--- config.mk ---
export PLATFORM = sky130hd
export DESIGN_NAME = car_controller
export DESIGN_NICKNAME = d
export VERILOG_FILES = /design/src/rtl/elevator_pkg.sv /design/src/rtl/car_controller_call_register.sv /design/src/rtl/car_controller.sv
export SDC_FILE = /design/constraint.sdc
export NUM_CORES = 1
export LEC_CHECK = 0
export ABC_AREA = 1
export CAP_MARGIN = 20
export CORE_MARGIN = 4
export CORE_UTILIZATION = 49
export DETAILED_ROUTE_END_ITERATION = 12
export GPL_TIMING_DRIVEN = 0
export PLACE_DENSITY = 0.76
export SLEW_MARGIN = 25
export SYNTH_ARGS = -nofsm -noshare
export SYNTH_HDL_FRONTEND = slang
export SYNTH_SLANG_ARGS = --single-unit
--- constraint.sdc ---
create_clock -name clk -period 2 [get_ports clk]
set_input_delay 0.4 -clock clk [delete_from_list [all_inputs] [get_ports clk]]
set_output_delay 0.4 -clock clk [all_outputs]
set_load 0.01 [all_outputs]
--- src/rtl/elevator_pkg.sv ---
// elevator_pkg: floor labels, FSM states, direction constants and label-space helpers shared by the elevator blocks
package elevator_pkg;
  localparam logic [1:0] F1_DEF = 2'b00;
  localparam logic [1:0] F2_DEF = 2'b01;
  localparam logic [1:0] F3_DEF = 2'b10;
  localparam logic DIR_UP = 1'b1;
  localparam logic DIR_DN = 1'b0;
  typedef enum logic [1:0] {IDLE, MOVE, DOOR} state_t;
  function automatic logic [1:0] next_floor(input logic [1:0] cur, input logic up,
                                            input logic [1:0] f1, input logic [1:0] f2, input logic [1:0] f3);
    if (up) return cur == f1 ? f2 : cur == f2 ? f3 : cur;
    return cur == f3 ? f2 : cur == f2 ? f1 : cur;
  endfunction
  // One-hot floor position; also orders floors, so a numeric compare gives direction.
  function automatic logic [2:0] onehot(input logic [1:0] lbl,
                                        input logic [1:0] f1, input logic [1:0] f2, input logic [1:0] f3);
    return {lbl == f3, lbl == f2, lbl == f1};
  endfunction
endpackage

--- src/rtl/car_controller_call_register.sv ---
// call_register: request LED flops; a press at the stopped car's floor is absorbed and clear beats set
module call_register
  import elevator_pkg::*;
#(
  parameter logic [1:0] LABEL_F1 = F1_DEF,
  parameter logic [1:0] LABEL_F2 = F2_DEF,
  parameter logic [1:0] LABEL_F3 = F3_DEF
) (
  input  logic       clk,
  input  logic       rst,
  input  logic [2:0] btn,
  input  logic [1:0] floor,
  input  logic       stopped,
  input  logic [2:0] clr,
  output logic [2:0] led
);
  logic [2:0] here;
  assign here = stopped ? onehot(floor, LABEL_F1, LABEL_F2, LABEL_F3) : 3'b000;
  always_ff @(posedge clk)
    led <= rst ? 3'b000 : (led | (btn & ~here)) & ~clr;
endmodule

--- src/rtl/car_controller.sv ---
// car_controller: car FSM (IDLE/MOVE/DOOR) with travel counter, door timer and latched target.
// Optional ELEVATOR_ESTOP_EN adds an estop input that freezes travel, departure and the door timer.
module car_controller
  import elevator_pkg::*;
#(
  parameter logic [1:0] LABEL_F1 = F1_DEF,
  parameter logic [1:0] LABEL_F2 = F2_DEF,
  parameter logic [1:0] LABEL_F3 = F3_DEF,
  parameter int TRAVEL_CYCLES = 4,
  parameter int DOOR_CYCLES = 3
) (
  input  logic       clk,
  input  logic       rst,
  input  logic       btn1,
  input  logic       btn2,
  input  logic       btn3,
`ifdef ELEVATOR_ESTOP_EN
  input  logic       estop,
`endif
  input  logic [1:0] gf,
  output logic [1:0] floor,
  output logic       led1,
  output logic       led2,
  output logic       led3,
  output logic       moving,
  output logic       door_open
);
  localparam int TW = $clog2(TRAVEL_CYCLES);
  localparam int DW = $clog2(DOOR_CYCLES + 1);
  state_t state, state_n;
  logic [TW-1:0] cnt, cnt_n;
  logic [DW-1:0] dcnt, dcnt_n;
  logic [1:0] tgt, tgt_n, floor_n, step;
  logic [2:0] led, clr, at;
  logic up, up_n, hold, gf_ok, here, go, serve, tick, arrive;
`ifdef ELEVATOR_ESTOP_EN
  assign hold = estop;
`else
  assign hold = 1'b0;
`endif
  assign {led3, led2, led1} = led;
  assign at = onehot(floor, LABEL_F1, LABEL_F2, LABEL_F3);
  assign gf_ok = |onehot(gf, LABEL_F1, LABEL_F2, LABEL_F3);
  assign here = state != MOVE && |({btn3, btn2, btn1} & at);
  assign go = gf_ok && gf != floor && |led && !hold;
  assign serve = gf == floor && |(led & at);
  assign step = next_floor(floor, up, LABEL_F1, LABEL_F2, LABEL_F3);
  assign tick = state == MOVE && !hold && cnt == TW'(TRAVEL_CYCLES - 1);
  assign arrive = tick && step == tgt;
  assign moving = state == MOVE && !hold;
  assign door_open = state == DOOR;
  // Every DOOR entry clears the LED of the floor the door opens on.
  assign clr = arrive ? onehot(step, LABEL_F1, LABEL_F2, LABEL_F3) :
               (state == IDLE && (here || serve)) ? at : 3'b000;
  call_register #(.LABEL_F1(LABEL_F1), .LABEL_F2(LABEL_F2), .LABEL_F3(LABEL_F3)) u_calls (
    .clk    (clk),
    .rst    (rst),
    .btn    ({btn3, btn2, btn1}),
    .floor  (floor),
    .stopped(state != MOVE),
    .clr    (clr),
    .led    (led)
  );
  always_comb begin
    state_n = state;
    cnt_n = cnt;
    dcnt_n = dcnt;
    tgt_n = tgt;
    up_n = up;
    floor_n = floor;
    if (state == IDLE) begin
      if (here || serve) begin
        state_n = DOOR;
        dcnt_n = '0;
      end else if (go) begin
        state_n = MOVE;
        cnt_n = '0;
        tgt_n = gf;
        up_n = onehot(gf, LABEL_F1, LABEL_F2, LABEL_F3) > at ? DIR_UP : DIR_DN;
      end
    end else if (state == MOVE) begin
      if (!hold) cnt_n = tick ? '0 : cnt + 1'b1;
      if (tick) floor_n = step;
      if (arrive) begin
        state_n = DOOR;
        dcnt_n = '0;
      end
    end else begin
      if (here) dcnt_n = '0;
      else if (!hold) begin
        dcnt_n = dcnt == DW'(DOOR_CYCLES - 1) ? '0 : dcnt + 1'b1;
        state_n = dcnt == DW'(DOOR_CYCLES - 1) ? IDLE : DOOR;
      end
    end
  end
  always_ff @(posedge clk)
    if (rst) begin
      state <= IDLE;
      cnt <= '0;
      dcnt <= '0;
      tgt <= LABEL_F1;
      up <= DIR_UP;
      floor <= LABEL_F1;
    end else begin
      state <= state_n;
      cnt <= cnt_n;
      dcnt <= dcnt_n;
      tgt <= tgt_n;
      up <= up_n;
      floor <= floor_n;
    end
endmodule

==> flow_summary.toml <==
[run_status]
outcome = "completed"

[power_and_ir_drop]
power_switching_uw = 556.2
powerDensity_mw_per_mm2 = 1076
ir_drop_mv = 0.6805
seq_power_share_pct = 32.4
design_power_total_mw = 1.267
p_comb_share_pct = 51.3
internal_power_uw = 711.1
pwr-share-clk_pct = 16.3
p_sw_share_pct = 43.89
p_leak_nw = 0.5651

[global_routing]
grt_pass1_wl_mm = 3.898
grt_max_degree = 11
grt-ovfl-total = 0
grt.total_usage_pct = 19.28
grt_pass1_vias = 914
antenna_found_initial = 0

[setup_path]
crit_path_start_kind = "flip-flop"
crit_required_ns = 1.60
crit_fanout = 5
crit_type = "reg2out"
worstPathArrival_ns = 1.53
end_kind = "output port"

[routing]
firstDrtPassIters = 4
wl_per_cell_um = 12.45
routed_wl_mm = 2.290
via_count = 1000
drtAntennaViolNets = 0
drt-initial-drc-count = 23
route.detailed.drc = 0
viasPerCell = 5.435

[placement]
gp_congestion = 0.8404
io_buffers = 13
dpl-instance-area_mm2 = 0.001140
dp_hpwl_mm = 1.798

[floorplanning]
dieHeight_um = 52.69
num_rows = 15
initial_core_util_pct = 54.31
pin_count = 14
die-area_mm2 = 0.002776
die_x_um = 52.69
core_area_mm2 = 0.001802

[logic_synthesis]
synth-warning-count = 0
yosysTopAreaCell = "dfxtp_1"
synth_seq_cells = 14
ys_seq_area_share_pct = 28.64
synth.area.top_cells = "dfxtp_1 (29%), ha_1 (13%), nand2_1 (13%), a21oi_1 (5.6%), o21ai_1 (5.6%)"
synthArstFlopShare_pct = 0
syn_area_per_cell_um2 = 6.890
synth-edff-count = 0
netlist_area_um2 = 978.4
synth.top_cell.area_share_pct = 28.64
synth_fp_nets = 159
syn_inst = 142
synth-main-ff-cell = "dfxtp_1"
ys_types = 21

[sta]
worst_slew_pin_slew_ns = 0.3766
report.final.setup_viol = 0
rsz0062_at_grt = "no"
report.final.slew_viol_count = 0
timing.setup.tns_ns = 0
min_period_over_period_pct = 96.39
clock_skew_ns = 0.003989
min_period_ns = 1.928
max_clock_freq_mhz = 518.7
max_slew_margin_pct = 74.90
hold_viol = 0

[clock_tree]
cts_tree = "done"
numCtsBuffers = 3
root_buffer = "clkbuf_4"
path_clk_slew_ns = 0.09
h-tree-depth = 1
clk_path_buf_depth = 2
insertion_delay_ns = 0.28
clock-sinks = 14

[job]
drv_cap = 0

[layout]
syn_to_final_growth_pct = 20.33
fin_area_mm2 = 0.001177
fin_nets = 177
layout-drive-gt1-share_pct = 15.72
fin_util_pct = 65.35
diodes = 0

[worst_hold_path]
hold_class = "reg2reg"
[worst paths after layout]
check	start	to	slack, ns	cells after the start
worst min-delay path	dcnt[0]	dcnt[0]	0.49	2
worst max register to register	floor[1]	tgt[1]	0.17	9
worst min register to register	dcnt[0]	dcnt[0]	0.49	2
worst max-delay path	state[1]	moving	0.07	4
[cell usage in the layout, fill, tap and decap left out]
| master | n |
|---|---|
| clkbuf_8 | 1 |
| inv_1 | 13 |
| ha_1 | 10 |
| dfxtp_2 | 1 |
| o21ai_1 | 11 |
| nand2_1 | 33 |
| a31o_2 | 1 |
| clkbuf_1 | 1 |
| nand2_2 | 4 |
| o21ai_0 | 2 |
| nand3_1 | 9 |
| nand3_2 | 2 |
| o221ai_1 | 3 |
| clkbuf_4 | 3 |
| nand3b_2 | 1 |
| dfxtp_1 | 13 |
| a21oi_1 | 11 |
| nor2_8 | 1 |
| nor3_1 | 2 |
| nor2_2 | 3 |
| clkdlybuf4s50_1 | 13 |
| nand2_4 | 1 |
| nor2_1 | 13 |
| a21oi_2 | 1 |
| inv_2 | 6 |
[registers in the layout, indices dropped and copies added, names as in the netlist]
| register | count |
|---|---|
| u_calls.led | 3 |
| cnt | 2 |
| dcnt | 2 |
| floor | 2 |
| state | 2 |
| tgt | 2 |
| up | 1 |
[Yosys cell counts (2+ instances only)]
cell type / count
a21oi_1: 11
o21ai_1: 11
ha_1: 10
o221ai_1: 3
nand2_1: 33
nor3_1: 2
nor2_2: 3
nand3_2: 2
dfxtp_1: 14
o21ai_0: 2
nand2_2: 4
nor2_1: 13
inv_2: 6
nand3_1: 9
inv_1: 13
[routing by layer]
layer | track usage, % | wire (um)
met4 | 7.660 | 42
met3 | 5.128 | 149
met1 | 22.77 | 1007
met2 | 32.64 | 1091
met5 | 0 | 0
[kinds of logic (layout without fill, tap and decap cells)]
| group | Yosys count | in the layout | share of synthesized area (%) |
|---|---|---|---|
| buffers and inverters | 20 | 37 | 7.672 |
| AOI/OAI and AO/OA | 29 | 29 | 16.75 |
| DFF | 14 | 14 | 28.64 |
| adders and majority gates | 10 | 10 | 12.79 |
| and+or+nand+nor | 69 | 69 | 34.14 |
[through the flow]
step	hold WS (ns)	cells	setup WS, ns
floorplan	0.4460	142	0.3809
global placement	0.4609	180	0.09213
detailed placement	0.4775	180	0.04458
CTS	0.4896	184	0.07435
global route	0.5205	184	0.006802
finish	0.4918	184	0.07211
[power groups by stage]
stage                     clock network [mW]  registers [mW]  logic [mW]
final                                  0.207           0.411       0.650
after CTS                              0.212           0.410       0.650
after global placement                     0           0.411       0.625
after floorplan                            0           0.407       0.484
after global routing                   0.226           0.420       0.731
after detailed placement                   0           0.417       0.646
[timing repair]
action,4_1_cts,5_1_grt
setup buffers,0,0
endpoints found under the setup margin,0,6
hold buffers,0,0
resized for setup,0,1
[worst max-delay path: stages, from the launching register on]
cell	delay (ns)
dfxtp_1	0.36
inv_2	0.13
nand2_4	0.09
inv_2	0.12
clkdlybuf4s50_1	0.55
[layout make-up]
type                            count  area (um^2)
Buffer                              1        3.754
Tap cell                           25        31.28
Inverter                           19        71.32
Clock buffer                        4        36.28
Fill cell                         174        624.3
Multi-Input combinational cell    108        623.1
Timing Repair Buffer               13        130.1
Sequential cell                    14        281.5
(Power assumes the default switching activity.)
